### src/rtl/mips_debug_pkg.sv
// Shared debug-controller types: FSM state encoding and debug command codes.
package mips_debug_pkg;

  typedef enum logic [2:0] {
    ST_IDLE  = 3'd0,
    ST_RUN   = 3'd1,
    ST_STEP  = 3'd2,
    ST_DRAIN = 3'd3,
    ST_DONE  = 3'd4
  } step_state_t;

  localparam logic [1:0] CMD_NOP  = 2'b00;
  localparam logic [1:0] CMD_RUN  = 2'b01;
  localparam logic [1:0] CMD_STEP = 2'b10;
  localparam logic [1:0] CMD_STOP = 2'b11;

endpackage

### src/rtl/pipeline_step_ctrl_if.sv
// Debug-unit command handshake into the step controller.
interface pipeline_step_ctrl_if;
  logic       i_cmd_valid;
  logic [1:0] i_cmd;
  logic       o_cmd_ready;

  modport master (output i_cmd_valid, output i_cmd, input o_cmd_ready);
  modport slave  (input i_cmd_valid, input i_cmd, output o_cmd_ready);
endinterface

### src/rtl/step_cycle_counter.sv
// Saturating up-counter with enable and synchronous active-high reset.
module step_cycle_counter #(
  parameter int WIDTH = 32
) (
  input  logic             i_clk,
  input  logic             i_reset,
  input  logic             i_en,
  output logic [WIDTH-1:0] o_count
);

  logic [WIDTH-1:0] r_count;

  // Holds at all-ones instead of wrapping so long runs stay readable.
  always_ff @(posedge i_clk) begin
    if (i_reset)
      r_count <= '0;
    else if (i_en && (r_count != '1))
      r_count <= r_count + WIDTH'(1);
  end

  assign o_count = r_count;

endmodule

### src/rtl/pipeline_step_ctrl.sv
// Run/step/stop sequencer producing the pipeline-wide step enable, with HALT drain.
// Optional build macro STEP_CYCLE_COUNTER_EN enables the step-cycle counter.
module pipeline_step_ctrl
  import mips_debug_pkg::*;
#(
  parameter int PIPE_DEPTH = 4,
  parameter int NB_CYCLE   = 32
) (
  input  logic                i_clk,
  input  logic                i_reset,
  pipeline_step_ctrl_if.slave cmd_if,
  input  logic                i_halt,
  output logic                o_step,
  output logic                o_done,
  output logic [2:0]          o_state,
  output logic [NB_CYCLE-1:0] o_cycle_count
);

  localparam int DW = $clog2(PIPE_DEPTH + 1);
  localparam logic [DW-1:0] DRAIN_LOAD = DW'(PIPE_DEPTH);

  step_state_t   r_state, w_nextState;
  logic [DW-1:0] r_drainCount, w_drainNext;
  logic          w_step, w_ready, w_done, w_accept;

  always_ff @(posedge i_clk) begin
    if (i_reset) begin
      r_state      <= ST_IDLE;
      r_drainCount <= '0;
    end else begin
      r_state      <= w_nextState;
      r_drainCount <= w_drainNext;
    end
  end

  assign w_accept = cmd_if.i_cmd_valid & w_ready;

  // HALT is only meaningful in stepping states; in RUN it outranks a same-cycle STOP.
  always_comb begin
    w_nextState = r_state;
    w_drainNext = r_drainCount;
    w_step      = 1'b0;
    w_ready     = 1'b0;
    w_done      = 1'b0;
    case (r_state)
      ST_IDLE: begin
        w_ready = 1'b1;
        if (w_accept && cmd_if.i_cmd == CMD_RUN)
          w_nextState = ST_RUN;
        else if (w_accept && cmd_if.i_cmd == CMD_STEP)
          w_nextState = ST_STEP;
      end
      ST_RUN: begin
        w_step  = 1'b1;
        w_ready = 1'b1;
        if (i_halt) begin
          w_nextState = ST_DRAIN;
          w_drainNext = DRAIN_LOAD;
        end else if (w_accept && cmd_if.i_cmd == CMD_STOP) begin
          w_nextState = ST_IDLE;
        end
      end
      ST_STEP: begin
        w_step = 1'b1;
        if (i_halt) begin
          w_nextState = ST_DRAIN;
          w_drainNext = DRAIN_LOAD;
        end else begin
          w_nextState = ST_IDLE;
        end
      end
      ST_DRAIN: begin
        w_step = 1'b1;
        if (r_drainCount == DW'(1)) begin
          w_nextState = ST_DONE;
          w_drainNext = '0;
        end else if (r_drainCount != '0) begin
          w_drainNext = r_drainCount - DW'(1);
        end
      end
      ST_DONE: begin
        w_done = 1'b1;
      end
      default: begin
        w_nextState = ST_IDLE;
        w_drainNext = '0;
      end
    endcase
  end

  assign o_step             = w_step;
  assign o_done             = w_done;
  assign o_state            = r_state;
  assign cmd_if.o_cmd_ready = w_ready;

`ifdef STEP_CYCLE_COUNTER_EN
  step_cycle_counter #(
    .WIDTH (NB_CYCLE)
  ) u_step_cycle_counter (
    .i_clk   (i_clk),
    .i_reset (i_reset),
    .i_en    (w_step),
    .o_count (o_cycle_count)
  );
`else
  assign o_cycle_count = '0;
`endif

endmodule

### src/flat_wrapper.sv
// flat-port wrapper written by rule: the top's interface ports become plain ports
module pipeline_step_ctrl_flat import mips_debug_pkg::*;
#(
  parameter int PIPE_DEPTH = 4,
  parameter int NB_CYCLE   = 32
)
  (i_clk, i_reset, i_halt, o_step, o_done, o_state, o_cycle_count, cmd_if_i_cmd_valid, cmd_if_i_cmd, cmd_if_o_cmd_ready);
  pipeline_step_ctrl_if cmd_if_i ();
  input  logic i_clk;
  input  logic i_reset;
  input  logic i_halt;
  output logic o_step;
  output logic o_done;
  output logic [2:0] o_state;
  output logic [NB_CYCLE-1:0] o_cycle_count;
  input wire logic [$bits(cmd_if_i.i_cmd_valid)-1:0] cmd_if_i_cmd_valid;
  input wire logic [$bits(cmd_if_i.i_cmd)-1:0] cmd_if_i_cmd;
  output wire logic [$bits(cmd_if_i.o_cmd_ready)-1:0] cmd_if_o_cmd_ready;
  assign cmd_if_i.i_cmd_valid = cmd_if_i_cmd_valid;
  assign cmd_if_i.i_cmd = cmd_if_i_cmd;
  assign cmd_if_o_cmd_ready = cmd_if_i.o_cmd_ready;
  pipeline_step_ctrl #(.PIPE_DEPTH(PIPE_DEPTH), .NB_CYCLE(NB_CYCLE)) u_core (.i_clk(i_clk), .i_reset(i_reset), .cmd_if(cmd_if_i), .i_halt(i_halt), .o_step(o_step), .o_done(o_done), .o_state(o_state), .o_cycle_count(o_cycle_count));
endmodule
### config.mk
export PLATFORM = sky130hd
export DESIGN_NAME = pipeline_step_ctrl_flat
export DESIGN_NICKNAME = d
export VERILOG_FILES = /design/src/rtl/mips_debug_pkg.sv /design/src/rtl/pipeline_step_ctrl_if.sv /design/src/rtl/step_cycle_counter.sv /design/src/rtl/pipeline_step_ctrl.sv /design/src/flat_wrapper.sv
export SDC_FILE = /design/constraint.sdc
export NUM_CORES = 1
export LEC_CHECK = 0
export BUFFER_PORTS_ARGS = -buffer_cell sky130_fd_sc_hd__buf_2
export CORE_ASPECT_RATIO = 0.9
export CORE_MARGIN = 2
export CORE_UTILIZATION = 46
export CTS_BUF_LIST = sky130_fd_sc_hd__clkbuf_16
export CTS_CLUSTER_SIZE = 10
export DETAILED_ROUTE_END_ITERATION = 6
export GPL_TIMING_DRIVEN = 0
export PLACE_DENSITY = 0.86
export SETUP_SLACK_MARGIN = 0.02
export SYNTH_ARGS = -nofsm -noshare
export SYNTH_HDL_FRONTEND = slang
export SYNTH_SLANG_ARGS = --single-unit
### constraint.sdc
create_clock -name i_clk -period 4.9 [get_ports i_clk]
set_clock_uncertainty 0.2 [all_clocks]
set_input_delay 0.49 -clock i_clk [delete_from_list [all_inputs] [get_ports i_clk]]
set_output_delay 0.49 -clock i_clk [all_outputs]
set_load 0.005 [all_outputs]
======== After elaboration in Yosys (flattened, before gate mapping) ========
Cells that the tools add are included.
word-level totals
  register bits after elaboration ......... 6
  input port bits ......................... 6
  word-level logic and storage cells ...... 44
operators by class
  add/subtract/negate cells ............... 1
  eq/ne operators ......................... 13
  multiplexer cells ....................... 14
  bitwise gates (word level) .............. 3
  reduce and logical (&&, ||, !) cells .... 11
operator list
  kind                 number
  $mux 3               8
  $pmux 3 s5           1
  $pmux 3 s3           1
  $eq 3x1->1 const B   2
  $eq 3x2->1 const B   2
  $ne 3x1->1 const B   2
  $reduce_or 2->1      3
  $eq 2x2->1 const B   2
  $ne 2x1->1 const B   2
  $reduce_and 4->1     1
  $eq 3x3->1 const B   1
  $logic_and 1x1->1    3
  $logic_not 3->1      1
  $mux 1               3
  $ne 3x2->1 const B   1
  $reduce_and 3->1     1
  $reduce_bool 3->1    1
  $reduce_or 3->1      1
  $sub 3x1->3 const B  1
  $eq 2x1->1 const B   1
  $mux 2               1
  $not 1->1            2
  $and 1x1->1          1

======== Depth between registers and ports, before layout ========
Gate-level depths: netlist of run 1.
  depth in word-level cells ............... 8
  gate-level depth with buffers ........... 6

======== Worst setup path after synthesis of run 1 ========
Ideal clock, no wire load.
  path kind ............................... flip-flop to flip-flop
  start ................................... register u_core.r_drainCount[0]
  end ..................................... register u_core.r_drainCount[2]
  setup time .............................. 0.086 ns
  data arrival time ....................... 1.381 ns
  setup slack ............................. 3.233 ns
  stages on the path, launching flop included .. 7
  buffers on the path ..................... 0
  path through ............................ dfxtp_1 > inv_1 > ha_1 > nor2b_1 > or3b_4 > and2_4 > a221oi_2
between the ends
  cells in the longest elaborated chain, start to end .. 4
  elaborated cells on any way between the ends .. 8
RTL lines
  item                    line                      RTL
  start, declared         pipeline_step_ctrl.sv:23  logic [DW-1:0] r_drainCount, w_drainNext;
  start signal, assigned  pipeline_step_ctrl.sv:32  r_drainCount <= w_drainNext;
  $sub 3x1->3             pipeline_step_ctrl.sv:78  w_drainNext = r_drainCount - DW'(1);
  $mux 3                  pipeline_step_ctrl.sv:77  end else if (r_drainCount != '0) begin
  $mux 3                  pipeline_step_ctrl.sv:74  if (r_drainCount == DW'(1)) begin
  $pmux 3 s3              pipeline_step_ctrl.sv:45  case (r_state)
Parallel ways exist; a longest one is shown, timed or not. The select of a mux whose other input is x is not followed.
A chain may end at the register's enable or synchronous reset.

======== Worst setup path after layout of run 1 ========
  start ................................... register u_core.r_state[1] (netlist: u_core.o_state[1])
  end ..................................... output port o_done
between the ends
  cells in the longest elaborated chain, start to end .. 2
RTL lines
  item                    line                      RTL
  start, declared         pipeline_step_ctrl.sv:22  step_state_t r_state, w_nextState;
  start signal, assigned  pipeline_step_ctrl.sv:31  r_state <= w_nextState;
  $eq 3x3->1              pipeline_step_ctrl.sv:45
  $mux 1                  pipeline_step_ctrl.sv:45
  end, declared           flat_wrapper.sv:13        output logic o_done;
No other way between the ends.

==> flow_summary.json, run 1 <==
{
  "status": "finished clean",
  "netlist_instances": 96,
  "final_hold_viol_count": 0,
  "ant_nets": 0,
  "cts-resized-gates": 0,
  "worst_setup_path_end_kind": "primary output",
  "area_delta_synth_final_pct": 36.4,
  "die_x_um": 46.3,
  "grt_antenna_before_repair": 0,
  "synth.top_cell.area_share": 0.345,
  "synth_edf_count": 0,
  "synth_xor_area_frac": 0.0237,
  "ys_types": 29,
  "layout_min_cycle_time_ns": 2.01,
  "cts_sinks": 6,
  "diodes": 0,
  "wl_per_cell_um": 9.01,
  "final.setup.tns_ns": 0,
  "most-common-layout-cells": "buf_4, conb_1, buf_2",
  "hold_buffers": 0,
  "htree_levels": 1,
  "root_buffer": "clkbuf_16",
  "ys.flop_type": "dfxtp_1",
  "synth_compound_area_frac": 0.174,
  "grt_max_degree": 11,
  "crit_required_ns": 4.21,
  "cp-startpoint": "u_core.o_state[1]$_SDFFE_PP0P_",
  "post_drt_via_cell_ratio": 4.31,
  "power_mw": 0.301,
  "cts_made_buffers": 3,
  "dp_slack_ns": 3.12,
  "grt_pass1_wl_mm": 2.58,
  "synth-async-reset-ratio": 0,
  "synth_top_cell_by_area": "buf_4",
  "synth-seq-area-share": 0.162,
  "die-area_um2": 1940,
  "ioPinCount": 44,
  "synthMuxAreaShare": 0,
  "worst_slack_ns": 2.89,
  "worstSetupStartpointType": "flip-flop",
  "fp.coreArea_um2": 1480,
  "postCtsSetupBuffers": 0,
  "dr.pass1.iters": 4,
  "hold_class": "flip-flop to flip-flop",
  "slew_violations": 0,
  "synthAdderAreaFrac": 0.0508,
  "nets": 151,
  "cts_buffer_depth": 2,
  "wirelength_mm": 1.46,
  "r2r_slack_ns": 3.09,
  "portBuffers": 10,
  "final_common_cell": "buf_4",
  "powerDensity_nw_per_um2": 298,
  "start_util": 0.500,
  "cts.clk_slew.worst_paths_ns": 0.03,
  "ir_drop_mv": 0.218,
  "gp_routability_congestion": 0.754,
  "num-fill-cells": 117,
  "r2r_start": "u_core.r_drainCount[0]$_SDFFE_PP0P_",
  "die-height_um": 42.0,
  "critical_path_arrival_ns": 1.32,
  "synth_top_family_by_area": "buffers and inverters",
  "drive_gt1_frac": 0.371,
  "syn_area_per_cell_um2": 7.70,
  "yosys.area_share.simple": 0.213,
  "rsz0062_at_grt": "false",
  "cts_tree": "yes",
  "synthTopCellsByArea": "buf_4, dfxtp_1, ha_1",
  "syn_area_um2": 739,
  "dp_hpwl_mm": 1.11,
  "globalRouteOverflowTotal": 0,
  "p_leak_nw": 0.562,
  "worstHoldStart": "u_core.r_drainCount[1]$_SDFFE_PP0P_",
  "critPathMaxFanout": 10,
  "cap_viol_max_count": 0,
  "yosys_register_bits": 6,
  "ys_warn_count": 0,
  "rows": 13,
  "drcViolationCount": 0,
  "final_util": 0.681,
  "grt_pass1_vias": 619,
  "path_class": "flip-flop to primary output",
  "track_usage": 0.180,
  "drtIter0Drc": 20,
  "post-route-period-util": 0.410,
  "setup_viol": 0,
  "max_freq_ghz": 0.498,
  "clk_latency_ns": 0.23,
  "vias": 699
}
-- critical path: stages (launching register included) --
cell,delay (ns)
dfxtp_1,0.36
buf_4,0.19
nor2_1,0.22
nand2_1,0.12
inv_1,0.09
buf_2,0.11
-- cell type report --
type / count / area [um^2] / area share
plain buffers: 36 / 263 / 0.261
clock buffers: 3 / 75.1 / 0.0744
inverters: 3 / 11.3 / 0.0112
multi-input cells: 82 / 462 / 0.458
flip-flops and latches: 6 / 120 / 0.119
well taps: 22 / 27.5 / 0.0273
repair buffers: 10 / 50.0 / 0.0496
-- Yosys cell counts (2+ instances only) --
cell type / instances
inv_1: 3
o31ai_1: 5
ha_1: 3
a211oi_1: 2
nor2_1: 6
dfxtp_1: 6
a21oi_1: 6
nand3_1: 3
o21ai_0: 3
nand2_1: 5
nor2b_1: 3
buf_4: 34
-- cell families (layout without fill, tap and decap cells) --
logic type | count (synthesis) | after routing
adders and majority gates | 3 | 3
AOI/OAI and AO/OA | 19 | 19
xor gates and xnor gates | 2 | 2
DFF | 6 | 6
and+or+nand+nor | 26 | 26
buffers and inverters | 39 | 52
other | 1 | 32
-- worst paths after layout --
kind / to / cells after the start
max: o_done / 5
min: u_core.r_drainCount[1]$_SDFFE_PP0P_ / 2
max reg2reg: u_core.r_drainCount[2]$_SDFFE_PP0P_ / 6
min reg2reg: u_core.r_drainCount[1]$_SDFFE_PP0P_ / 2
-- per-layer routing --
layer,vias to the layer above,global-route usage,share of wire
met1,296,0.211,0.41
li1,351,-,-
met3,6,0.0603,0.11
met2,46,0.283,0.46
met4,0,0.0857,0.019
met5,-,0,0
-- metrics by stage --
step | cell area (um^2) | instances | hold slack [ns]
global placement | 933 | 159 | 0.313
detailed placement | 933 | 159 | 0.329
finish | 1010 | 162 | 0.337
global route | 1010 | 162 | 0.347
floorplan | 856 | 127 | 0.291
CTS | 1010 | 162 | 0.334
-- flip-flops by register name, indices dropped and copies added (netlist names) --
name                 count
u_core.r_drainCount      3
u_core.o_state           3
-- report_power, final --
| group | total [mW] | switching (mW) | internal (mW) | leakage, nW |
|---|---|---|---|---|
| Clock | 0.134 | 0.0295 | 0.105 | 0.0370 |
| Combinational | 0.103 | 0.0513 | 0.0517 | 0.476 |
| Sequential | 0.0636 | 0.00834 | 0.0553 | 0.0488 |
| Total | 0.301 | 0.0891 | 0.212 | 0.562 |
(Power assumes the default switching activity.)
==> run 2, diff against run 1 <==
--- a/config.mk
+++ b/config.mk
@@ -8,12 +8,12 @@
 export BUFFER_PORTS_ARGS = -buffer_cell sky130_fd_sc_hd__buf_2
 export CORE_ASPECT_RATIO = 0.9
 export CORE_MARGIN = 2
-export CORE_UTILIZATION = 46
+export CORE_UTILIZATION = 38
 export CTS_BUF_LIST = sky130_fd_sc_hd__clkbuf_16
 export CTS_CLUSTER_SIZE = 10
 export DETAILED_ROUTE_END_ITERATION = 6
 export GPL_TIMING_DRIVEN = 0
-export PLACE_DENSITY = 0.86
+export PLACE_DENSITY = 0.76
 export SETUP_SLACK_MARGIN = 0.02
 export SYNTH_ARGS = -nofsm -noshare
 export SYNTH_HDL_FRONTEND = slang
==> constraint.sdc (replaced) <==
create_clock -name i_clk -period 1.82 [get_ports i_clk]
set_clock_uncertainty 0.2 [all_clocks]
set_input_delay 0.182 -clock i_clk [delete_from_list [all_inputs] [get_ports i_clk]]
set_output_delay 0.182 -clock i_clk [all_outputs]
set_load 0.005 [all_outputs]
==> flow_summary.json, run 2 (synthesized netlist as in run 1, its figures left out) <==
{
  "crit_required_ns": 1.76,
  "ir_drop_mv": 0.695,
  "vias": 636,
  "clk_latency_ns": 0.23,
  "dp_slack_ns": 0.0254,
  "cts_buffer_depth": 2,
  "gp_routability_congestion": 0.843,
  "max_freq_ghz": 0.575,
  "portBuffers": 10,
  "numPlacedInstances": 162,
  "root_buffer": "clkbuf_16",
  "grt_pass1_vias": 508,
  "diodes": 0,
  "dp_hpwl_mm": 1.14,
  "grt_pass1_wl_mm": 2.08,
  "p_comb_frac": 0.346,
  "grt_max_degree": 11,
  "ant_nets": 0,
  "track_usage": 0.130,
  "die-height_um": 45.9,
  "cts_made_buffers": 3,
  "power_mw": 0.810,
  "post_drt_via_cell_ratio": 3.83,
  "p_leak_nw": 0.570,
  "p_sw_mw": 0.238,
  "fin_cells": 166,
  "powerDensity_nw_per_um2": 786,
  "worstSetupStartpointType": "flip-flop",
  "worst_slack_ns": 0.0804,
  "place_area_um2": 937,
  "rsz0062_at_grt": "false",
  "cts_sinks": 6,
  "die-area_um2": 2320,
  "cts.clk_slew.worst_paths_ns": 0.03,
  "nets": 152,
  "htree_levels": 1,
  "setup_viol": 0,
  "cap_viol_max_count": 0,
  "critPathMaxFanout": 3,
  "start_util": 0.394,
  "cts_tree": "yes",
  "final_util": 0.549,
  "ioPinCount": 44,
  "worst_setup_path_end_kind": "flip-flop",
  "cpPeakStageDelay_ns": 0.39,
  "post-route-period-util": 0.956,
  "power_frac_seq": 0.209,
  "most-common-layout-cells": "buf_4, conb_1, buf_2",
  "dr.pass1.iters": 3,
  "hold-worst-slack_ns": 0.122,
  "swShare": 0.294,
  "crit_chain": "inv_2, ha_1, nor2b_2, or3b_4, and2_4, a221oi_2",
  "clock_power_share": 0.446,
  "drtIter0Drc": 10,
  "final_common_cell": "buf_4",
  "p_int_mw": 0.572,
  "grt_antenna_before_repair": 0,
  "design_area_um2": 1030,
  "final.setup.tns_ns": 0,
  "slew_violations": 0,
  "area_delta_synth_final_pct": 39.3,
  "status": "finished clean",
  "wirelength_mm": 1.37,
  "wl_per_cell_um": 8.27,
  "path_class": "flip-flop to flip-flop",
  "fp.coreArea_um2": 1880,
  "drcViolationCount": 0,
  "die_x_um": 50.5,
  "critical_path_arrival_ns": 1.68,
  "cpMaxStageDelayCell": "or3b_4",
  "layout_min_cycle_time_ns": 1.74,
  "rows": 15,
  "hold_class": "primary input to flip-flop",
  "drive_gt1_frac": 0.411,
  "final_hold_viol_count": 0,
  "globalRouteOverflowTotal": 0,
  "hold_buffers": 0
}
[run 2: changes by cell type in the layout (fill, tap and decap cells not counted)]
cell | before | now
inv_1 | 3 | 1
inv_2 | 0 | 2
buf_4 | 34 | 35
ha_1 | 3 | 2
ha_2 | 0 | 1
nor2b_1 | 3 | 2
nor2b_2 | 0 | 1
o31ai_1 | 5 | 4
o31ai_2 | 0 | 1
[run 2: area by class of cell]
type,instances,area (um^2)
tap,25,31.3
timing repair buffer,11,57.6
fill,184,847
buffer,36,263
sequential,6,120
inverter,3,11.3
multi-input combinational,82,472
clock buffer,3,75.1
[run 2: power by group through the flow]
| stage | clock, mW | sequential [mW] | combinational, mW |
|---|---|---|---|
| after global routing | 0.374 | 0.173 | 0.312 |
| after detailed placement | 0 | 0.171 | 0.273 |
| after global placement | 0 | 0.171 | 0.268 |
| final | 0.361 | 0.169 | 0.280 |
| after floorplan | 0 | 0.170 | 0.216 |
| after CTS | 0.369 | 0.169 | 0.275 |
[run 2: worst max-delay path: cells and delay by family (launching register included)]
family	cells	cell delay, ns
buffers and inverters	1	0.08
AND/OR/NAND/NOR	3	0.69
flip-flops	1	0.32
adder cells (fa/ha/maj)	1	0.13
AO/OA/AOI/OAI	1	0.22
[run 2: path summary, 6_finish.rpt]
check,start,to,slack [ns],depth (start not counted)
worst max-delay path,u_core.r_drainCount[0]$_SDFFE_PP0P_,u_core.r_drainCount[2]$_SDFFE_PP0P_,0.08,6
worst min-delay path,cmd_if_i_cmd[1],u_core.o_state[0]$_SDFFE_PP0P_,0.12,4
worst max register to register,u_core.r_drainCount[0]$_SDFFE_PP0P_,u_core.r_drainCount[2]$_SDFFE_PP0P_,0.08,6
worst min register to register,u_core.r_drainCount[1]$_SDFFE_PP0P_,u_core.r_drainCount[1]$_SDFFE_PP0P_,0.31,2
[run 2: routing by layer]
metal,track usage,routed length (um),vias to the layer above
li1,-,-,351
met1,0.138,530,253
met2,0.203,663,28
met3,0.0526,136,4
met4,0.114,41,0
met5,0,0,-
[run 2: repair_timing]
| action | in CTS | in global routing |
|---|---|---|
| setup endpoints to repair | 1 | 3 |
| resized for setup | 0 | 5 |
| pin swaps | 0 | 0 |
| setup buffers | 0 | 1 |
| hold endpoints to repair | 0 | 0 |
==> run 3, diff against run 2 <==
==> constraint.sdc (replaced) <==
create_clock -name i_clk -period 1.82 [get_ports i_clk]
set_clock_uncertainty 0.2 [all_clocks]
set_input_delay 0.364 -clock i_clk [delete_from_list [all_inputs] [get_ports i_clk]]
set_output_delay 0.364 -clock i_clk [all_outputs]
set_load 0.005 [all_outputs]
==> flow_summary.json, run 3 (synthesized netlist as in run 1, its figures left out) <==
{
  "status": "finished clean",
  "post-route-period-util": 0.954,
  "area_delta_synth_final_pct": 40.4,
  "cts_made_buffers": 3,
  "num-fill-cells": 183,
  "diodes": 0,
  "wl_per_cell_um": 8.42,
  "clk_latency_ns": 0.23,
  "ir_drop_mv": 0.691,
  "final_common_cell": "buf_4",
  "start_util": 0.394,
  "drtIter0Drc": 7,
  "cpPeakStageDelay_ns": 0.39,
  "path_class": "flip-flop to flip-flop",
  "nets": 152,
  "drcViolationCount": 0,
  "wirelength_mm": 1.40,
  "grt_pass1_wl_mm": 2.10,
  "gp_routability_congestion": 0.843,
  "worstHoldStart": "u_core.r_drainCount[1]$_SDFFE_PP0P_",
  "die-height_um": 45.9,
  "powerDensity_nw_per_um2": 791,
  "cts_sinks": 6,
  "crit_chain": "inv_2, ha_1, nor2b_2, or3b_4, and2_4, a221oi_2",
  "grt_antenna_before_repair": 0,
  "final.setup.tns_ns": 0,
  "most-common-layout-cells": "buf_4, conb_1, buf_2",
  "hold-worst-slack_ns": 0.305,
  "cts_buffer_depth": 2,
  "max_freq_ghz": 0.576,
  "ant_nets": 0,
  "cpMaxStageDelayCell": "or3b_4",
  "layout_min_cycle_time_ns": 1.74,
  "final_hold_viol_count": 0,
  "die-area_um2": 2320,
  "p_leak_nw": 0.575,
  "drive_gt1_frac": 0.426,
  "die_x_um": 50.5,
  "rsz0062_at_grt": "false",
  "fp.coreArea_um2": 1880,
  "cts_tree": "yes",
  "globalRouteOverflowTotal": 0,
  "critPathMaxFanout": 3,
  "htree_levels": 1,
  "post_drt_via_cell_ratio": 3.95,
  "setup_viol": 0,
  "grt_pass1_vias": 510,
  "r2r_start": "u_core.r_drainCount[0]$_SDFFE_PP0P_",
  "grt_max_degree": 11,
  "root_buffer": "clkbuf_16",
  "vias": 655,
  "portBuffers": 10,
  "worstSetupStartpointType": "flip-flop",
  "worst_setup_path_end_kind": "flip-flop",
  "cap_viol_max_count": 0,
  "critical_path_arrival_ns": 1.68,
  "reg2reg_depth": 6,
  "rows": 15,
  "ioPinCount": 44,
  "hold_buffers": 0,
  "cp-startpoint": "u_core.r_drainCount[0]$_SDFFE_PP0P_",
  "hold_class": "flip-flop to flip-flop",
  "slew_violations": 0,
  "dp_hpwl_mm": 1.14,
  "crit_required_ns": 1.76,
  "track_usage": 0.130,
  "whs_path_depth": 2,
  "cts.clk_slew.worst_paths_ns": 0.03,
  "dr.pass1.iters": 4
}
[run 3: cell counts in the layout (fill, tap and decap cells not counted)]
Identical to the previous run, type by type.
[run 3: area by class of cell]
type / count / area [um^2] / share of cell area
flip-flops and latches: 6 / 120 / 0.116
clock buffers: 3 / 75.1 / 0.0723
repair buffers: 11 / 57.6 / 0.0554
inverters: 3 / 11.3 / 0.0108
plain buffers: 36 / 264 / 0.254
multi-input cells: 82 / 479 / 0.461
well taps: 25 / 31.3 / 0.0301
[run 3: per-layer routing]
| layer | routed length [um] | global-route usage | up-vias |
|---|---|---|---|
| met5 | 0 | 0 | - |
| met4 | 41 | 0.114 | 0 |
| met3 | 139 | 0.0526 | 4 |
| met2 | 668 | 0.203 | 30 |
| met1 | 548 | 0.139 | 270 |
| li1 | - | - | 351 |
[run 3: repair_timing]
item	4_1_cts	5_1_grt
pin swaps	0	0
resized for setup	1	8
endpoints found under the setup margin	2	6
setup buffers	0	1
[run 3: final timing paths]
check	slack (ns)	end
worst max-delay path	0.08	u_core.r_drainCount[2]$_SDFFE_PP0P_
worst min-delay path	0.30	u_core.r_drainCount[1]$_SDFFE_PP0P_
worst max register to register	0.08	u_core.r_drainCount[2]$_SDFFE_PP0P_
worst min register to register	0.30	u_core.r_drainCount[1]$_SDFFE_PP0P_
[run 3: worst max-delay path, delay by kind of cell (launching register included)]
family | cells | cell delay [ns]
buffers and inverters | 1 | 0.08
and+or+nand+nor | 3 | 0.69
adders and majority gates | 1 | 0.13
DFF | 1 | 0.32
AOI/OAI and AO/OA | 1 | 0.22
[run 3: through the flow]
step                setup WS (ns)   util  cell area (um^2)  total power [mW]  cells
floorplan                   0.153      -               856             0.386    127
global placement           0.0887  0.499               937             0.439    162
detailed placement         0.0254  0.499               937             0.445    162
CTS                        0.0150  0.541              1010             0.816    165
global route               0.0225  0.553              1040             0.870    166
finish                     0.0840  0.553              1040             0.821    166
[run 3: power breakdown]
part | internal (mW) | leakage, nW | switching (mW)
combinational | 0.146 | 0.490 | 0.143
clock | 0.282 | 0.0370 | 0.0775
sequential | 0.149 | 0.0488 | 0.0234
total | 0.577 | 0.575 | 0.244
